--- src/rtl/emissor_snooping_if.sv ---
// rtl/emissor_snooping_if.sv - CPU, bus and snoop signal bundle for the MSI snooping transmitter
interface emissor_snooping_if #(
   parameter int INDEX_W = 2,
   parameter int TAG_W   = 4
);
   localparam int A = TAG_W + INDEX_W;

   logic         cpuValid;
   logic         cpuWrite;
   logic [A-1:0] cpuAddr;
   logic         cpuReady;
   logic         hit;
   logic         busReq;
   logic         busGrant;
   logic [2:0]   mensagemBus;
   logic [A-1:0] busAddr;
   logic         writeBack;
   logic         snoopValid;
   logic [2:0]   snoopMsg;
   logic [A-1:0] snoopAddr;
   logic [1:0]   estado;

   modport slave (
      input  cpuValid, cpuWrite, cpuAddr, busGrant, snoopValid, snoopMsg, snoopAddr,
      output cpuReady, hit, busReq, mensagemBus, busAddr, writeBack, estado
   );

   modport master (
      output cpuValid, cpuWrite, cpuAddr, busGrant, snoopValid, snoopMsg, snoopAddr,
      input  cpuReady, hit, busReq, mensagemBus, busAddr, writeBack, estado
   );
endinterface

--- src/rtl/emissor_snooping.sv ---
// rtl/emissor_snooping.sv - MSI snooping transmitter: hit/miss classification and bus message issue
module emissor_snooping #(
   parameter int INDEX_W = 2,
   parameter int TAG_W   = 4
) (
   input  logic                clock,
   input  logic                reset,
   emissor_snooping_if.slave   bus
);
   localparam int A     = TAG_W + INDEX_W;
   localparam int LINES = 1 << INDEX_W;

   typedef enum logic [2:0] {IDLE, EVAL, WB, REQ, DONE} fsm_t;
   typedef enum logic [1:0] {INVALID = 2'b00, SHARED = 2'b01, EXCLUSIVE = 2'b10} line_t;

   localparam logic [2:0] MSG_NONE = 3'b000;
   localparam logic [2:0] MSG_WM   = 3'b001;
   localparam logic [2:0] MSG_RM   = 3'b010;
   localparam logic [2:0] MSG_INV  = 3'b011;

   fsm_t             fsm_q, fsm_d;
   line_t            line_q [LINES];
   line_t            line_d [LINES];
   logic [TAG_W-1:0] tag_q  [LINES];
   logic [TAG_W-1:0] tag_d  [LINES];

   logic             req_write_q, req_write_d;
   logic [A-1:0]     req_addr_q, req_addr_d;
   logic [2:0]       msg_q, msg_d;

   logic             cpu_ready_q, cpu_ready_d;
   logic             hit_q, hit_d;
   logic             bus_req_q, bus_req_d;
   logic [2:0]       msg_bus_q, msg_bus_d;
   logic [A-1:0]     bus_addr_q, bus_addr_d;
   logic             write_back_q, write_back_d;
   line_t            estado_q, estado_d;

   logic [INDEX_W-1:0] req_idx, snp_idx;
   logic [TAG_W-1:0]   req_tag, snp_tag;

   assign req_idx = req_addr_q[INDEX_W-1:0];
   assign req_tag = req_addr_q[A-1:INDEX_W];
   assign snp_idx = bus.snoopAddr[INDEX_W-1:0];
   assign snp_tag = bus.snoopAddr[A-1:INDEX_W];

   always_comb begin
      fsm_d        = fsm_q;
      line_d       = line_q;
      tag_d        = tag_q;
      req_write_d  = req_write_q;
      req_addr_d   = req_addr_q;
      msg_d        = msg_q;
      cpu_ready_d  = 1'b0;
      hit_d        = 1'b0;
      write_back_d = 1'b0;
      bus_req_d    = bus_req_q;
      msg_bus_d    = msg_bus_q;
      bus_addr_d   = bus_addr_q;

      // Snoops land first so the FSM below always decides on post-snoop line state.
      if (bus.snoopValid && !bus.busGrant &&
          line_q[snp_idx] != INVALID && tag_q[snp_idx] == snp_tag) begin
         case (bus.snoopMsg)
            MSG_WM, MSG_INV: line_d[snp_idx] = INVALID;
            MSG_RM: if (line_q[snp_idx] == EXCLUSIVE) line_d[snp_idx] = SHARED;
            default: ;
         endcase
      end

      case (fsm_q)
         IDLE: begin
            if (bus.cpuValid) begin
               req_write_d = bus.cpuWrite;
               req_addr_d  = bus.cpuAddr;
               fsm_d       = EVAL;
            end
         end
         EVAL: begin
            if (line_d[req_idx] != INVALID && tag_q[req_idx] == req_tag) begin
               if (!req_write_q || line_d[req_idx] == EXCLUSIVE) begin
                  fsm_d       = DONE;
                  cpu_ready_d = 1'b1;
                  hit_d       = 1'b1;
               end else begin
                  msg_d      = MSG_INV;
                  fsm_d      = REQ;
                  bus_req_d  = 1'b1;
                  msg_bus_d  = MSG_INV;
                  bus_addr_d = req_addr_q;
               end
            end else begin
               msg_d = req_write_q ? MSG_WM : MSG_RM;
               if (line_d[req_idx] == EXCLUSIVE) begin
                  fsm_d        = WB;
                  write_back_d = 1'b1;
                  bus_addr_d   = {tag_q[req_idx], req_idx};
               end else begin
                  fsm_d      = REQ;
                  bus_req_d  = 1'b1;
                  msg_bus_d  = req_write_q ? MSG_WM : MSG_RM;
                  bus_addr_d = req_addr_q;
               end
            end
         end
         WB: begin
            line_d[req_idx] = INVALID;
            fsm_d           = REQ;
            bus_req_d       = 1'b1;
            msg_bus_d       = msg_q;
            bus_addr_d      = req_addr_q;
         end
         REQ: begin
            if (bus.busGrant) begin
               line_d[req_idx] = (msg_q == MSG_RM) ? SHARED : EXCLUSIVE;
               tag_d[req_idx]  = req_tag;
               fsm_d           = DONE;
               cpu_ready_d     = 1'b1;
               bus_req_d       = 1'b0;
               msg_bus_d       = MSG_NONE;
            end else if (msg_q == MSG_INV && line_d[req_idx] == INVALID) begin
               // Lost our shared copy while waiting: an upgrade is no longer enough.
               msg_d     = MSG_WM;
               msg_bus_d = MSG_WM;
            end
         end
         DONE: fsm_d = IDLE;
         default: fsm_d = IDLE;
      endcase

      estado_d = line_d[req_addr_d[INDEX_W-1:0]];
   end

   always_ff @(posedge clock or posedge reset) begin
      if (reset) begin
         fsm_q        <= IDLE;
         for (int i = 0; i < LINES; i++) begin
            line_q[i] <= INVALID;
            tag_q[i]  <= '0;
         end
         req_write_q  <= 1'b0;
         req_addr_q   <= '0;
         msg_q        <= MSG_NONE;
         cpu_ready_q  <= 1'b0;
         hit_q        <= 1'b0;
         bus_req_q    <= 1'b0;
         msg_bus_q    <= MSG_NONE;
         bus_addr_q   <= '0;
         write_back_q <= 1'b0;
         estado_q     <= INVALID;
      end else begin
         fsm_q        <= fsm_d;
         line_q       <= line_d;
         tag_q        <= tag_d;
         req_write_q  <= req_write_d;
         req_addr_q   <= req_addr_d;
         msg_q        <= msg_d;
         cpu_ready_q  <= cpu_ready_d;
         hit_q        <= hit_d;
         bus_req_q    <= bus_req_d;
         msg_bus_q    <= msg_bus_d;
         bus_addr_q   <= bus_addr_d;
         write_back_q <= write_back_d;
         estado_q     <= estado_d;
      end
   end

   assign bus.cpuReady    = cpu_ready_q;
   assign bus.hit         = hit_q;
   assign bus.busReq      = bus_req_q;
   assign bus.mensagemBus = msg_bus_q;
   assign bus.busAddr     = bus_addr_q;
   assign bus.writeBack   = write_back_q;
   assign bus.estado      = estado_q;
endmodule

--- src/flat_wrapper.sv ---
// flat-port wrapper written by rule: the top's interface ports become plain ports
module emissor_snooping_flat 
#(
   parameter int INDEX_W = 2,
   parameter int TAG_W   = 4
)
  (clock, reset, bus_cpuValid, bus_cpuWrite, bus_cpuAddr, bus_busGrant, bus_snoopValid, bus_snoopMsg, bus_snoopAddr, bus_cpuReady, bus_hit, bus_busReq, bus_mensagemBus, bus_busAddr, bus_writeBack, bus_estado);
  emissor_snooping_if #(.INDEX_W(INDEX_W), .TAG_W(TAG_W)) bus_i ();
  input  logic clock;
  input  logic reset;
  input wire logic [$bits(bus_i.cpuValid)-1:0] bus_cpuValid;
  input wire logic [$bits(bus_i.cpuWrite)-1:0] bus_cpuWrite;
  input wire logic [$bits(bus_i.cpuAddr)-1:0] bus_cpuAddr;
  input wire logic [$bits(bus_i.busGrant)-1:0] bus_busGrant;
  input wire logic [$bits(bus_i.snoopValid)-1:0] bus_snoopValid;
  input wire logic [$bits(bus_i.snoopMsg)-1:0] bus_snoopMsg;
  input wire logic [$bits(bus_i.snoopAddr)-1:0] bus_snoopAddr;
  output wire logic [$bits(bus_i.cpuReady)-1:0] bus_cpuReady;
  output wire logic [$bits(bus_i.hit)-1:0] bus_hit;
  output wire logic [$bits(bus_i.busReq)-1:0] bus_busReq;
  output wire logic [$bits(bus_i.mensagemBus)-1:0] bus_mensagemBus;
  output wire logic [$bits(bus_i.busAddr)-1:0] bus_busAddr;
  output wire logic [$bits(bus_i.writeBack)-1:0] bus_writeBack;
  output wire logic [$bits(bus_i.estado)-1:0] bus_estado;
  assign bus_i.cpuValid = bus_cpuValid;
  assign bus_i.cpuWrite = bus_cpuWrite;
  assign bus_i.cpuAddr = bus_cpuAddr;
  assign bus_i.busGrant = bus_busGrant;
  assign bus_i.snoopValid = bus_snoopValid;
  assign bus_i.snoopMsg = bus_snoopMsg;
  assign bus_i.snoopAddr = bus_snoopAddr;
  assign bus_cpuReady = bus_i.cpuReady;
  assign bus_hit = bus_i.hit;
  assign bus_busReq = bus_i.busReq;
  assign bus_mensagemBus = bus_i.mensagemBus;
  assign bus_busAddr = bus_i.busAddr;
  assign bus_writeBack = bus_i.writeBack;
  assign bus_estado = bus_i.estado;
  emissor_snooping #(.INDEX_W(INDEX_W), .TAG_W(TAG_W)) u_core (.clock(clock), .reset(reset), .bus(bus_i));
endmodule
--- config.mk ---
export PLATFORM = sky130hd
export DESIGN_NAME = emissor_snooping_flat
export DESIGN_NICKNAME = d
export VERILOG_FILES = /design/src/rtl/emissor_snooping_if.sv /design/src/rtl/emissor_snooping.sv /design/src/flat_wrapper.sv
export SDC_FILE = /design/constraint.sdc
export NUM_CORES = 1
export LEC_CHECK = 0
export ABC_AREA = 1
export CAP_MARGIN = 20
export CORE_MARGIN = 8
export CORE_UTILIZATION = 30
export CTS_BUF_LIST = sky130_fd_sc_hd__clkbuf_8
export CTS_CLUSTER_DIAMETER = 40
export CTS_CLUSTER_SIZE = 14
export DETAILED_ROUTE_END_ITERATION = 6
export SYNTH_ARGS = -nofsm -noshare
export SYNTH_HDL_FRONTEND = slang
export SYNTH_SLANG_ARGS = --single-unit
--- constraint.sdc ---
create_clock -name clock -period 2.9 [get_ports clock]
set_input_delay 0.58 -clock clock [delete_from_list [all_inputs] [get_ports clock]]
set_output_delay 0.58 -clock clock [all_outputs]
set_load 0.02 [all_outputs]
==> results of run 1 <==
==> state kept, by name, indices dropped and copies added, names as in the netlist, 2 cells and up <==
| register | flops |
|---|---|
| u_core.bus.busAddr | 6 |
| u_core.bus.estado | 2 |
| u_core.bus.mensagemBus | 2 |
| u_core.fsm_q | 3 |
| u_core.line_q | 8 |
| u_core.msg_q | 2 |
| u_core.req_addr_q | 6 |
| u_core.tag_q | 16 |
==> worst reg2reg max path: cells and delay by family, from the launching register on <==
family,cells,cell delay [ps]
AND/OR/NAND/NOR,9,870
AO/OA/AOI/OAI,1,110
XOR/XNOR,1,170
flip-flops,1,430
buffers and inverters,5,700
==> area by class of cell <==
cell class                      count  area share
Multi-Input combinational cell    351      0.4213
Sequential cell                    50      0.3135
Timing Repair Buffer               58      0.1376
Inverter                           63     0.06050
Tap cell                          136     0.04263
Clock buffer                        5     0.01724
Clock inverter                      3    0.007210
==> final timing paths <==
path / cells after the start / start / to
worst max-delay path: 18 / bus_snoopMsg[0] / u_core.bus.busAddr[1]
worst min-delay path: 2 / u_core.bus.busReq / u_core.bus.busReq
worst max register to register: 16 / u_core.req_addr_q[1] / u_core.bus.mensagemBus[1]
worst min register to register: 2 / u_core.bus.busReq / u_core.bus.busReq
max in group asynchronous: 3 / reset / u_core.req_addr_q[5]
min in group asynchronous: 2 / reset / u_core.line_q[3]
==> synthesized netlist by cell type <==
cell type and number:
sky130_fd_sc_hd__xor2_1 4, sky130_fd_sc_hd__nand4_1 4, sky130_fd_sc_hd__buf_6 2, sky130_fd_sc_hd__a22oi_1 5
sky130_fd_sc_hd__nor2_1 42, sky130_fd_sc_hd__o22ai_1 6, sky130_fd_sc_hd__o21ai_1 3, sky130_fd_sc_hd__nand2_2 12
sky130_fd_sc_hd__inv_1 56, sky130_fd_sc_hd__nand3_4 1, sky130_fd_sc_hd__o21ai_0 32, sky130_fd_sc_hd__nand2_4 2
sky130_fd_sc_hd__clkbuf_1 5, sky130_fd_sc_hd__nand3b_1 1, sky130_fd_sc_hd__nand2_1 184, sky130_fd_sc_hd__a21oi_1 13
sky130_fd_sc_hd__buf_8 1, sky130_fd_sc_hd__inv_6 1, sky130_fd_sc_hd__nand3_2 3, sky130_fd_sc_hd__a21oi_4 1
sky130_fd_sc_hd__a21oi_2 1, sky130_fd_sc_hd__nor3_2 1, sky130_fd_sc_hd__or2_0 3, sky130_fd_sc_hd__buf_4 2
sky130_fd_sc_hd__nor2_2 7, sky130_fd_sc_hd__dfrtp_1 50, sky130_fd_sc_hd__nor2_4 1, sky130_fd_sc_hd__nand4_4 1
sky130_fd_sc_hd__nor3_1 1, sky130_fd_sc_hd__nand3_1 18, sky130_fd_sc_hd__inv_2 6, sky130_fd_sc_hd__conb_1 1
sky130_fd_sc_hd__o211ai_1 4
==> metrics by stage <==
stage,worst slack [ps],instances,util,hold WS [ps]
after floorplan,455.3,474,-,471.4
after global placement,-216.0,656,0.3697,467.8
after detailed placement,-283.0,656,0.3697,472.3
after CTS,46.24,664,0.3791,495.3
after global routing,-21.10,666,0.3866,505.0
final,207.1,666,0.3866,491.8
==> cells in the final DEF (no fill, tap or decap), types with 5 or more instances in the layout <==
| cell type | instances |
|---|---|
| sky130_fd_sc_hd__clkdlybuf4s50_1 | 32 |
| sky130_fd_sc_hd__inv_1 | 54 |
| sky130_fd_sc_hd__o22ai_1 | 6 |
| sky130_fd_sc_hd__nand3_1 | 17 |
| sky130_fd_sc_hd__nand2_1 | 177 |
| sky130_fd_sc_hd__nand2_2 | 18 |
| sky130_fd_sc_hd__a22oi_1 | 5 |
| sky130_fd_sc_hd__inv_2 | 8 |
| sky130_fd_sc_hd__clkbuf_8 | 5 |
| sky130_fd_sc_hd__dfrtp_1 | 50 |
| sky130_fd_sc_hd__buf_4 | 20 |
| sky130_fd_sc_hd__a21oi_1 | 13 |
| sky130_fd_sc_hd__nor2_1 | 39 |
| sky130_fd_sc_hd__nor2_2 | 10 |
| sky130_fd_sc_hd__o21ai_0 | 31 |
==> cells by family (layout without fill, tap and decap cells) <==
logic type	after synthesis	in the layout	share of synthesized area
XOR/XNOR	4	4	0.01095
AO/OA/AOI/OAI	65	65	0.1158
buffers and inverters	73	129	0.09777
flip-flops	50	50	0.3911
other	1	1	0.001172
AND/OR/NAND/NOR	281	281	0.3833
==> where the power goes <==
part	switching, uW	leakage [uW]	internal, uW	total, uW
Sequential	256	0.000626	1020	1280
Clock	272	0.0000502	180	451
Combinational	1560	0.00135	926	2480
==> timing repair <==
item,4_1_cts,5_1_grt
setup endpoints to repair,0,17
endpoints found under the hold margin,0,0
setup buffers,0,2
gates resized for setup,0,21
==> routing by layer <==
layer  wire [um]  up-vias  track usage
li1            -     1583            -
met1        4269     1409       0.1681
met2        3814       75       0.1932
met3         433        7      0.01937
met4          99        0      0.04032
met5           0        -            0
==> impl_metrics.py, run 1 <==
metrics = {
    "placed_design": {
        "dp_hpwl_mm": 6.661,
        "place_congestion": 0.8916,
        "io_buffers": 34,
        "detailed_place.area_mm2": 0.003816,
    },
    "critical_path": {
        "arrival_ps": 2940,
        "crit_path_end_kind": "flop",
        "crit_path_most_repeated_cell": "sky130_fd_sc_hd__nand2_1",
        "timing.critical_path.buf_inv": 3,
        "start_kind": "input port",
        "regToRegSetupSlack_ps": 520,
        "max_stage_delay_ps": 500,
        "crit_slowest_cell": "sky130_fd_sc_hd__clkdlybuf4s50_1",
        "setup.worst_path.class": "input port to flop",
        "path_cells": "clkdlybuf4s50_1 -> inv_1 -> o21ai_2 -> nand3_2 -> a21oi_2 -> nand3_2 -> nor2_4 -> nand2_1 -> nand2_1 -> nand2_1 -> nand2_2 -> nor2_2 -> nand2_4 -> nand3_4 -> a21oi_4 -> buf_6 -> nand2_1 -> o21ai_1",
        "worstPathMaxFanout": 8,
        "worst_ep_required_time_ps": 3140,
        "cpLargestDelayFamily": "simple AND/OR/NAND/NOR gates",
    },
    "logic_synthesis": {
        "syn_area_mm2": 0.003199,
        "post-synth-top-area-cell": "sky130_fd_sc_hd__dfrtp_1",
        "synth-seq-cells": 50,
        "yosys_warning_count": 0,
        "yosysTopAreaCellShare": 0.3911,
        "synth_cells": 474,
        "synth_seq_area_share": 0.3911,
        "syn_nets": 495,
        "postSynthAreaPerCell_um2": 6.750,
        "synth.top_cells.by_area": "sky130_fd_sc_hd__dfrtp_1 (39%), sky130_fd_sc_hd__nand2_1 (22%), sky130_fd_sc_hd__inv_1 (6.6%)",
        "synth.distinct_cells": 33,
    },
    "cells_and_area": {
        "multi_input_area_mm2": 0.001682,
        "p_r_area_growth_vs_syn_pct": 24.76,
        "fillerInstances": 1075,
        "seq_area_mm2": 0.001251,
        "fin_area_mm2": 0.003991,
        "design.final.nets": 550,
        "num_antenna_cells": 0,
        "drive_above_1_share": 0.1566,
    },
    "floorplanning": {
        "std_cell_rows": 37,
        "die_area_mm2": 0.01423,
        "initial_core_utilization": 0.3099,
        "die_h_um": 119.3,
        "die_w_um": 119.3,
        "ports": 36,
        "coreArea_mm2": 0.01032,
    },
    "drt": {
        "routed_wirelength_mm": 8.618,
        "vias_per_cell": 4.616,
        "drtIter0Drc": 156,
        "drt_drc_violations_left": 0,
        "wire_per_inst_um": 12.94,
        "antenna_left": 0,
        "num_vias": 3074,
        "firstDrtPassIters": 5,
    },
    "clock_network": {
        "ctsRootBufferMaster": "sky130_fd_sc_hd__clkbuf_8",
        "clock_slew_at_reported_path_ffs_ps": 100,
        "total_of_hold_buffers_inserted_after_clock_tree_synthesis": 0,
        "clock_tree_from_tritoncts": "done",
        "insertion_delay_ps": 320,
        "cts_made_buffers": 5,
        "cts_htree_levels": 2,
        "count_of_clock_tree_sinks": 50,
        "max-clock-path-buffers": 2,
    },
    "global_route": {
        "wire_length_of_the_first_global_routing_pass_mm": 14.61,
        "overflow": 0,
        "grt_max_degree": 21,
        "grt_util_all_layers": 0.1229,
        "grt_pass1_vias": 3110,
        "grt_antenna_before_repair": 0,
    },
    "power_and_ir_drop": {
        "fin_total_pwr_uw": 4211,
        "peakVddDrop_mv": 0.4489,
        "power_per_cell_area_mw_per_mm2": 1055,
        "leakage_uw": 0.002030,
    },
    "outcome": {
        "status": "finished clean",
    },
    "timing": {
        "min_period_over_period": 0.9286,
        "max_freq_mhz": 371.3,
        "timing.clock.skew_ps": 15.28,
        "final_setup_violation_count": 0,
        "report.final.slew_viol_count": 0,
        "final_report_hold_violation_count": 0,
        "min_period_ps": 2693,
        "tns_ps": 0,
    },
    "flow_run": {
        "maxCapViolations": 0,
    },
    "worst_hold_path": {
        "min-delay-path-class": "flop to flop",
    },
}
Note: power is estimated with default switching activity, not from simulation.
==> inputs of run 2 (changes only) <==
- CAP_MARGIN: 20 -> 25
==> results of run 2 <==
Same layout as run 1: the final DEF is identical, and so are final timing and power.
==> inputs of run 3 (changes only) <==
- SLEW_MARGIN: default -> 20
==> results of run 3 <==
Same layout as run 1: the final DEF is identical, and so are final timing and power.
